--- config.mk ---
export PLATFORM = sky130hd
export DESIGN_NAME = controlador_entrada_io
export DESIGN_NICKNAME = d
export VERILOG_FILES = /design/src/rtl/pkg_entrada_io.sv /design/src/rtl/sincronizador_2ff.sv /design/src/rtl/controlador_entrada_io.sv
export SDC_FILE = /design/constraint.sdc
export NUM_CORES = 1
export LEC_CHECK = 0
export BUFFER_PORTS_ARGS = -buffer_cell sky130_fd_sc_hd__buf_2
export CORE_UTILIZATION = 56
export DETAILED_ROUTE_END_ITERATION = 7
export MAX_ROUTING_LAYER = met4
export PLACE_DENSITY = 0.88
export SLEW_MARGIN = 5
export SYNTH_ARGS = -nofsm -noshare
export SYNTH_HDL_FRONTEND = slang
export SYNTH_SLANG_ARGS = --single-unit
--- constraint.sdc ---
create_clock -name clock -period 4.5 [get_ports clock]
set_input_delay 0.9 -clock clock [delete_from_list [all_inputs] [get_ports clock]]
set_output_delay 0.9 -clock clock [all_outputs]
set_load 0.01 [all_outputs]
--- src/rtl/pkg_entrada_io.sv ---
// Shared types and default sizing for the IN-path input controller.
package pkg_entrada_io;

   typedef enum logic [1:0] {
      OCIOSO       = 2'd0,
      FILTRO_PRESS = 2'd1,
      PRESSIONADO  = 2'd2,
      FILTRO_SOLTA = 2'd3
   } estado_t;

   localparam int DEBOUNCE_CICLOS_PADRAO = 500000;
   localparam int CONT_W_PADRAO          = 20;
   localparam int DATA_W_PADRAO          = 4;

endpackage

--- src/rtl/sincronizador_2ff.sv ---
// Two-flop synchroniser, one independent chain per bit.
module sincronizador_2ff #(
   parameter int W = 1,
   parameter logic [W-1:0] VALOR_RESET = '0
)(
   input  logic         clock,
   input  logic         reset,
   input  logic [W-1:0] d,
   output logic [W-1:0] q
);

   genvar gi;
   generate
      for (gi = 0; gi < W; gi++) begin : g_bit
         logic meta_reg;
         logic sinc_reg;

         always_ff @(posedge clock) begin
            if (reset) begin
               meta_reg <= VALOR_RESET[gi];
               sinc_reg <= VALOR_RESET[gi];
            end else begin
               meta_reg <= d[gi];
               sinc_reg <= meta_reg;
            end
         end

         assign q[gi] = sinc_reg;
      end
   endgenerate

endmodule

--- src/rtl/controlador_entrada_io.sv ---
// Button debouncer plus switch capture for the CPU IN instruction:
// a confirmed press latches the switches while an IN is pending.
module controlador_entrada_io
   import pkg_entrada_io::*;
#(
   parameter int DEBOUNCE_CICLOS   = DEBOUNCE_CICLOS_PADRAO,
   parameter int CONT_W            = CONT_W_PADRAO,
   parameter int DATA_W            = DATA_W_PADRAO,
   parameter bit BOTAO_ATIVO_BAIXO = 1'b1
)(
   input  logic              clock,
   input  logic              reset,
   input  logic              botao_bruto,
   input  logic [DATA_W-1:0] chaves_bruto,
   input  logic              pedido_in,
   input  logic              dado_lido,
   output logic              botao_limpo,
   output logic              pulso_botao,
   output logic              dado_valido,
   output logic [DATA_W-1:0] dado_capturado,
   output logic [31:0]       entrada_32,
   output logic              aguardando,
   output logic              sobrescrita
);

   localparam logic [CONT_W-1:0] CONT_MAX = CONT_W'(DEBOUNCE_CICLOS - 1);

   logic              botao_sinc_bruto;
   logic              botao_sinc;
   logic [DATA_W-1:0] chaves_sinc;

   // Button chain resets to the raw "released" level so reset never looks like a press.
   sincronizador_2ff #(
      .W           (1),
      .VALOR_RESET (BOTAO_ATIVO_BAIXO)
   ) u_sinc_botao (
      .clock (clock),
      .reset (reset),
      .d     (botao_bruto),
      .q     (botao_sinc_bruto)
   );

   sincronizador_2ff #(
      .W           (DATA_W),
      .VALOR_RESET ('0)
   ) u_sinc_chaves (
      .clock (clock),
      .reset (reset),
      .d     (chaves_bruto),
      .q     (chaves_sinc)
   );

   assign botao_sinc = botao_sinc_bruto ^ BOTAO_ATIVO_BAIXO;

   estado_t           estado_reg, estado_next;
   logic [CONT_W-1:0] cont_reg, cont_next;
   logic              confirma;

   always_ff @(posedge clock) begin
      if (reset) begin
         estado_reg <= OCIOSO;
         cont_reg   <= '0;
      end else begin
         estado_reg <= estado_next;
         cont_reg   <= cont_next;
      end
   end

   always_comb begin
      estado_next = estado_reg;
      cont_next   = cont_reg;
      confirma    = 1'b0;
      case (estado_reg)
         OCIOSO: begin
            if (botao_sinc) begin
               estado_next = FILTRO_PRESS;
               cont_next   = '0;
            end
         end
         FILTRO_PRESS: begin
            if (!botao_sinc) begin
               estado_next = OCIOSO;
               cont_next   = '0;
            end else if (cont_reg == CONT_MAX) begin
               estado_next = PRESSIONADO;
               cont_next   = '0;
               confirma    = 1'b1;
            end else begin
               cont_next = cont_reg + CONT_W'(1);
            end
         end
         PRESSIONADO: begin
            if (!botao_sinc) begin
               estado_next = FILTRO_SOLTA;
               cont_next   = '0;
            end
         end
         FILTRO_SOLTA: begin
            // Returning to pressed is a bounce of the release, not a new press.
            if (botao_sinc) begin
               estado_next = PRESSIONADO;
               cont_next   = '0;
            end else if (cont_reg == CONT_MAX) begin
               estado_next = OCIOSO;
               cont_next   = '0;
            end else begin
               cont_next = cont_reg + CONT_W'(1);
            end
         end
         default: begin
            estado_next = OCIOSO;
            cont_next   = '0;
         end
      endcase
   end

   logic              pulso_reg;
   logic              dado_valido_reg;
   logic [DATA_W-1:0] dado_reg;
   logic              sobrescrita_reg;

   always_ff @(posedge clock) begin
      if (reset) begin
         pulso_reg       <= 1'b0;
         dado_valido_reg <= 1'b0;
         dado_reg        <= '0;
         sobrescrita_reg <= 1'b0;
      end else begin
         pulso_reg <= confirma;
         // An ack on the confirm cycle frees the slot, so the press is a fresh capture.
         if (confirma && pedido_in && (!dado_valido_reg || dado_lido)) begin
            dado_reg        <= chaves_sinc;
            dado_valido_reg <= 1'b1;
            sobrescrita_reg <= 1'b0;
         end else if (confirma && pedido_in) begin
            sobrescrita_reg <= 1'b1;
         end else if (dado_lido && dado_valido_reg) begin
            dado_valido_reg <= 1'b0;
            sobrescrita_reg <= 1'b0;
         end
      end
   end

   assign botao_limpo    = (estado_reg == PRESSIONADO) || (estado_reg == FILTRO_SOLTA);
   assign pulso_botao    = pulso_reg;
   assign dado_valido    = dado_valido_reg;
   assign dado_capturado = dado_reg;
   assign sobrescrita    = sobrescrita_reg;
   assign aguardando     = pedido_in & ~dado_valido_reg;
   assign entrada_32     = {{(32 - DATA_W){1'b0}}, dado_reg};

endmodule

==> impl_metrics.csv, run 1 <==
group,metric,value,unit
status,outcome,"complete, no violations",
clocking,cts_tree,"yes",
detailed_routing,vias_per_cell,5.378,
timing,clock_skew,0.003286,ns
timing,timing.hold.ws,0.4259,ns
worst_setup_path,r2r_start,"cont_reg[4]",
min_path,hold_path_class,"reg2reg",
timing,setup-violations-final,0,
global_route,grt_max_degree,29,
synthesis,ys_warn_count,0,
floorplanning,start_util,0.5859,
final_layout,num-fill-cells,291,
synthesis,synth_area,0.001971,mm²
worst_setup_path,worstSetupStartpoint,"cont_reg[4]",
synthesis,avgSynthCellArea,8.758,µm²
worst_setup_path,rr_endpoint,"cont_reg[17]",
final_layout,multi_input_area,0.001003,mm²
pwr,power_density,324.5,mW/mm²
worst_setup_path,required,4.74,ns
synthesis,synthSimpleGateAreaFrac,0.2711,
synthesis,ys_seq_area_frac,0.3962,
final_layout,final_cell_mix,"dfxtp_1, conb_1, buf_2",
worst_setup_path,cp.arrival,2.59,ns
floorplanning,rows,21,
global_route,grt_pass1_wl,5464,µm
synthesis,synth_xor_area_frac,0.008889,
clocking,cts-root-buf,"clkbuf_4",
final_layout,area_delta_synth_final,4.889,%
timing,tightest_slew,1.240,ns
synthesis,ys_seq_elements,39,
detailed_routing,vias,1538,
clocking,clk_pin_slew,0.11,ns
timing,slew_violations,0,
synthesis,async_reset_ff_frac,0,
timing,clock.fmax,426.0,MHz
global_route,track_usage,0.2062,
final_layout,drive_gt1_frac,0.1542,
synthesis,synthFlopType,"dfxtp_1",
worst_setup_path,regToRegSetupSlack,2.15,ns
clocking,cts_setup_buffers,0,
timing,finalCritPeriodShare,0.5217,
clocking,htreeDepth,2,
synthesis,synth_mux_area_frac,0.03556,
min_path,min_to,"u_sinc_botao.q",
clocking,cts_buffers,5,
final_layout,layout_commonest_cell,"dfxtp_1",
pwr,ir_worst_vdd,0.0001228,V
global_route,grt-ovfl-total,0,
detailed_routing,drcViolationCount,0,
min_path,holdPathStages,1,
final_layout,final_util,0.6146,
placed_design,port_buffers,21,
detailed_routing,drt-total-wl,3415,µm
synthesis,synthDistinctLibCells,45,
detailed_routing,wire_per_inst,11.94,µm
clocking,cts_num_sinks,39,
final_layout,nNetsFinal,249,
clocking,ctsHoldBuffers,0,
floorplanning,coreArea,0.003363,mm²
clocking,cts_resized,0,
detailed_routing,drtAntennaViolNets,0,
worst_setup_path,critPathCaptureType,"flip-flop",
synthesis,synth_top_family_by_area,"simple AND/OR/NAND/NOR gates",
clocking,clockBufferDepth,2,
global_route,antenna_found_initial,0,
timing,relSlewSlack,0.1617,
flow_run,cap_violations,0,
floorplanning,pin_count,50,
placed_design,dp_hpwl,2444,µm
timing,rsz0062_at_grt,"no",
final_layout,diodes,0,
synthesis,synthAdderAreaFrac,0.006349,
timing,final.setup.tns,0,ns
synthesis,synth_compound_area_frac,0.1340,
synthesis,synth-edff-count,0,
pwr,p_leak,0.8239,nW
placed_design,gp_congestion,0.7868,
worst_setup_path,crit_fanout,8,
floorplanning,die_h,61.32,µm
timing,min_period,2.348,ns
timing,hold_violations,0,
final_layout,regArea,780.7,µm²
worst_setup_path,start_kind,"flip-flop",
floorplanning,die-area,0.003760,mm²
worst_setup_path,rr_worst_depth,5,
floorplanning,die_x,61.32,µm
min_path,hp-start,"u_sinc_botao.g_bit[0].meta_reg",
global_route,grt_pass1_vias,1243,
detailed_routing,dr.pass1.iters,4,
final_layout,largest_reg_flops,20,
clocking,clk_latency,0.34,ns
worst_setup_path,critical_path_class,"reg2reg",
synthesis,synthCells,225,
detailed_routing,drtIter0Drc,54,
-- cell type report --
class / instances / share of cell area
Multi-Input combinational cell: 169 / 0.4855
Sequential cell: 39 / 0.3777
Tap cell: 46 / 0.02785
Clock buffer: 5 / 0.01816
Clock inverter: 3 / 0.03269
Timing Repair Buffer: 22 / 0.05448
Inverter: 2 / 0.003632
-- cell families (layout without fill, tap and decap cells) --
| kind of cell | Yosys count | in the layout |
|---|---|---|
| AOI/OAI and AO/OA | 40 | 40 |
| xor gates and xnor gates | 2 | 2 |
| other | 1 | 28 |
| muxes | 7 | 7 |
| buffers and inverters | 44 | 32 |
| and+or+nand+nor | 91 | 91 |
| DFF | 39 | 39 |
| adders and majority gates | 1 | 1 |
-- routing by layer --
metal,part of all wire,vias up,GRT usage
met4,0.012,0,0.08766
met2,0.47,58,0.3214
met1,0.46,705,0.2536
li1,-,768,-
met3,0.054,7,0.05042
met5,0,-,-
-- worst max-delay path by stage --
stage | endpoint | slack [ns] | cells after the start
2_1_floorplan | cont_reg[19] | 2.47 | 5
3_3_place_gp | cont_reg[6] | 2.33 | 6
3_5_place_dp | cont_reg[6] | 2.27 | 6
4_1_cts | cont_reg[6] | 2.26 | 6
5_1_grt | cont_reg[17] | 1.99 | 5
6_report | cont_reg[17] | 2.15 | 5
-- report_power, final --
part	internal, mW	switching, mW
registers	0.350	0.00266
clock network	0.173	0.114
logic	0.00873	0.0227
total	0.531	0.139
-- cells in the mapped netlist (all sizes together), types with 7 or more instances --
master   n  area [µm²]
clkbuf   8       30.03
a31oi   12       75.07
nand2   18       67.56
a21oi   10       50.05
nand3   11       55.05
dfxtp   39       780.8
mux2i    7       70.07
and3     7       43.79
nor2    14       52.55
nor2b   11       68.82
buf     34       250.2
-- per-stage QoR --
| step | instance area, µm² | cells | setup slack (ns) | power [mW] |
|---|---|---|---|---|
| 6_report | 2067 | 286 | 2.152 | 0.6707 |
| 4_1_cts | 2067 | 286 | 2.257 | 0.6722 |
| 5_1_grt | 2067 | 286 | 1.991 | 0.6950 |
| 2_1_floorplan | 2072 | 252 | 2.466 | 0.4031 |
| 3_3_place_gp | 1962 | 278 | 2.335 | 0.3908 |
| 3_5_place_dp | 1962 | 278 | 2.273 | 0.3915 |
-- worst max-delay path, stage by stage (launching register included) --
cell	delay (ns)
dfxtp_1	0.48
nand3_1	0.19
nor4b_1	1.08
nand4_1	0.23
a21oi_1	0.18
o21ai_0	0.08
No activity file was read; power rests on OpenSTA's default activity.
==> run 2: changes to the inputs <==
--- a/config.mk
+++ b/config.mk
@@ -5,11 +5,12 @@
 export SDC_FILE = /design/constraint.sdc
 export NUM_CORES = 1
 export LEC_CHECK = 0
+export ABC_AREA = 1
 export BUFFER_PORTS_ARGS = -buffer_cell sky130_fd_sc_hd__buf_2
-export CORE_UTILIZATION = 56
+export CORE_UTILIZATION = 54
 export DETAILED_ROUTE_END_ITERATION = 7
 export MAX_ROUTING_LAYER = met4
-export PLACE_DENSITY = 0.88
+export PLACE_DENSITY = 0.84
 export SLEW_MARGIN = 5
 export SYNTH_ARGS = -nofsm -noshare
 export SYNTH_HDL_FRONTEND = slang
==> constraint.sdc (replaced) <==
create_clock -name clock -period 2.3 [get_ports clock]
set_input_delay 0.46 -clock clock [delete_from_list [all_inputs] [get_ports clock]]
set_output_delay 0.46 -clock clock [all_outputs]
set_load 0.01 [all_outputs]
==> run 2 against run 1 <==
Compared with the run above: total power rose by 83%; register-to-register slack got worse by 1.5 ns; clock skew rose by 0.0043 ns; clock-buffer cell count did not move; cell count rose by 35%; fmax rose by 45%; combinational power rose to 2.8 times the previous value; largest power group unchanged; synthesized cell count rose by 42%; die area rose by 15%; via count rose by 17%; non-clock buffer count did not move; wire length rose by 11%.
==> impl_metrics.csv, run 2 <==
group,metric,value,unit
final_layout,area_delta_synth_final,3.492,%
worst_setup_path,critPathCaptureType,"flip-flop",
synthesis,synthSimpleGateAreaFrac,0.3509,
floorplanning,rows,22,
worst_setup_path,rr_worst_depth,8,
global_route,use_met1,0.2423,
global_route,grt-ovfl-total,0,
worst_setup_path,critical_path_class,"reg2reg",
global_route,track_usage,0.1971,
global_route,antenna_found_initial,0,
timing,setup-violations-final,0,
placed_design,dp_slack,0.7091,ns
detailed_routing,vias_per_cell,4.659,
synthesis,avgSynthCellArea,6.831,µm²
clocking,clockBufferDepth,2,
flow_run,cap_violations,0,
floorplanning,die_h,65.62,µm
worst_setup_path,crit_fanout,4,
synthesis,synth_mux_area_frac,0,
final_layout,num-fill-cells,332,
timing,slew_violations,0,
placed_design,port_buffers,21,
final_layout,diodes,0,
floorplanning,start_util,0.5796,
placed_design,dpl_cell_area,0.002178,mm²
min_path,min_to,"u_sinc_botao.g_bit[0].meta_reg",
synthesis,synthCells,320,
detailed_routing,drcViolationCount,0,
final_layout,nNetsFinal,348,
synthesis,synth_area,0.002186,mm²
clocking,cts_buffers,5,
global_route,grt_max_degree,23,
timing,clock_skew,0.007601,ns
synthesis,ys_seq_area_frac,0.3572,
timing,tightest_slew,0.4960,ns
floorplanning,die-area,0.004306,mm²
clocking,clk_pin_slew,0.08,ns
synthesis,synthDistinctLibCells,28,
worst_setup_path,regToRegSetupSlack,0.69,ns
detailed_routing,drt-total-wl,3798,µm
synthesis,ys_seq_elements,39,
timing,rsz0062_at_grt,"no",
detailed_routing,vias,1803,
detailed_routing,drtAntennaViolNets,0,
global_route,grtUsageMet3,0.04167,
final_layout,layout_commonest_cell,"nand2_1",
min_path,hold_path_class,"in2reg",
clocking,cts_tree,"yes",
worst_setup_path,cp.arrival,1.82,ns
min_path,holdPathStages,2,
pwr,ir_worst_vdd,0.0003848,V
pwr,power_density,541.6,mW/mm²
clocking,cts_num_sinks,39,
detailed_routing,drtIter0Drc,184,
placed_design,dp_hpwl,2804,µm
floorplanning,die_x,65.62,µm
worst_setup_path,required,2.51,ns
timing,worst_slack,0.6863,ns
global_route,grt_use_met2,0.3074,
timing,hold_violations,0,
clocking,cts_resized,0,
floorplanning,coreArea,0.003771,mm²
final_layout,largest_reg_flops,20,
synthesis,synthAdderAreaFrac,0.005724,
placed_design,gp_congestion,0.8867,
synthesis,synth_top_area_frac,0.3572,
synthesis,ys_warn_count,0,
timing,finalCritPeriodShare,0.7016,
timing,relSlewSlack,0.6663,
clocking,cts-root-buf,"clkbuf_8",
synthesis,synth_xor_area_frac,0.01202,
synthesis,yosysMostFrequentCell,"nand2_1",
global_route,grt_pass1_vias,1500,
clocking,htreeDepth,2,
worst_setup_path,rr_endpoint,"cont_reg[12]",
synthesis,yosys-top-cells-area,"dfxtp_1, nand2_1, buf_4",
timing,min_period,1.614,ns
floorplanning,pin_count,50,
final_layout,final_cell_mix,"nand2_1, inv_1, dfxtp_1",
synthesis,synth-edff-count,0,
timing,final.setup.tns,0,ns
synthesis,yosys.area.top_type,"dfxtp_1",
clocking,clk_latency,0.30,ns
pwr,p_leak,1.085,nW
final_layout,final_area,0.002262,mm²
synthesis,synth_top_family_by_area,"simple AND/OR/NAND/NOR gates",
global_route,grt_pass1_wl,6320,µm
timing,clock.fmax,619.7,MHz
clocking,cts_setup_buffers,0,
synthesis,synth_compound_area_frac,0.06640,
worst_setup_path,start_kind,"flip-flop",
detailed_routing,dr.pass1.iters,4,
status,outcome,"complete, no violations",
global_route,grt_busiest_layer,"met2",
final_layout,drive_gt1_frac,0.1357,
synthesis,synthFlopType,"dfxtp_1",
worst_setup_path,r2r_start,"cont_reg[0]",
min_path,hp-start,"botao_bruto",
detailed_routing,wire_per_inst,9.814,µm
synthesis,async_reset_ff_frac,0,
final_layout,final_util,0.5999,
synthesis,synthTopCellsByCount,"nand2_1, inv_1, dfxtp_1",
clocking,ctsHoldBuffers,0,
-- run 2: cell count changes in the layout (fill, tap and decap cells not counted), sizes merged, moves of 7 or more --
cell / delta
a21oi: +9
a31oi: -12
and3: -7
inv: +42
mux2i: -7
nand2: +75
nand3: +9
nor2: +24
nor2b: -11
-- run 2: critical path: stages (launching register included) --
cell and delay [ns]:
dfxtp_1 0.37, ha_1 0.21, nand2_2 0.09, nor2_4 0.16, nand4_1 0.20, nor2_1 0.25
nand3_1 0.11, nand3_1 0.09, nor2_1 0.04
-- run 2: cells by family (layout without fill, tap and decap cells) --
| family | after synthesis | in the layout |
|---|---|---|
| AND/OR/NAND/NOR | 165 | 165 |
| buffers and inverters | 83 | 75 |
| flip-flops | 39 | 39 |
| AO/OA/AOI/OAI | 28 | 28 |
| XOR/XNOR | 3 | 3 |
| adder cells (fa/ha/maj) | 1 | 1 |
| other | 1 | 28 |
-- run 2: where the power goes --
group / switching [mW] / leakage (nW) / internal (mW)
clock: 0.241 / 0.0477 / 0.207
sequential: 0.00394 / 0.316 / 0.685
combinational: 0.0678 / 0.721 / 0.0196
total: 0.313 / 1.09 / 0.912
-- run 2: final cells by class --
| cell class | count | area (µm²) | area share |
|---|---|---|---|
| multi-input cells | 225 | 1056 | 0.4668 |
| clock buffers | 5 | 68.82 | 0.03042 |
| repair buffers | 22 | 112.6 | 0.04978 |
| well taps | 48 | 60.06 | 0.02655 |
| inverters | 45 | 168.9 | 0.07467 |
| flip-flops and latches | 39 | 780.7 | 0.3451 |
| clock inverters | 3 | 15.01 | 0.006637 |
-- run 2: how the worst max path moves through the flow --
stage                      startpoint           endpoint  cells past startpoint
after floorplan           cont_reg[0]        cont_reg[0]                      8
after global placement    cont_reg[0]       cont_reg[18]                      9
after detailed placement    flip-flop        cont_reg[7]                      8
after CTS                   flip-flop        cont_reg[7]                      8
after global routing      cont_reg[0]  dado_capturado[3]                      9
final                     cont_reg[0]       cont_reg[12]                      8
-- run 2: metrics by stage --
step           total power, mW  std cells  hold WS (ns)
6_report                 1.225        387        0.3497
5_1_grt                  1.276        387        0.3588
4_1_cts                  1.239        387        0.3469
3_5_place_dp            0.7922        379        0.3932
3_3_place_gp            0.7907        379        0.3886
2_1_floorplan           0.8083        347        0.3883
-- run 2: routing by layer --
metal  share of wire  wire, µm
met3           0.055       208
met5               0         0
met1            0.47      1788
met2            0.46      1755
met4           0.012        46
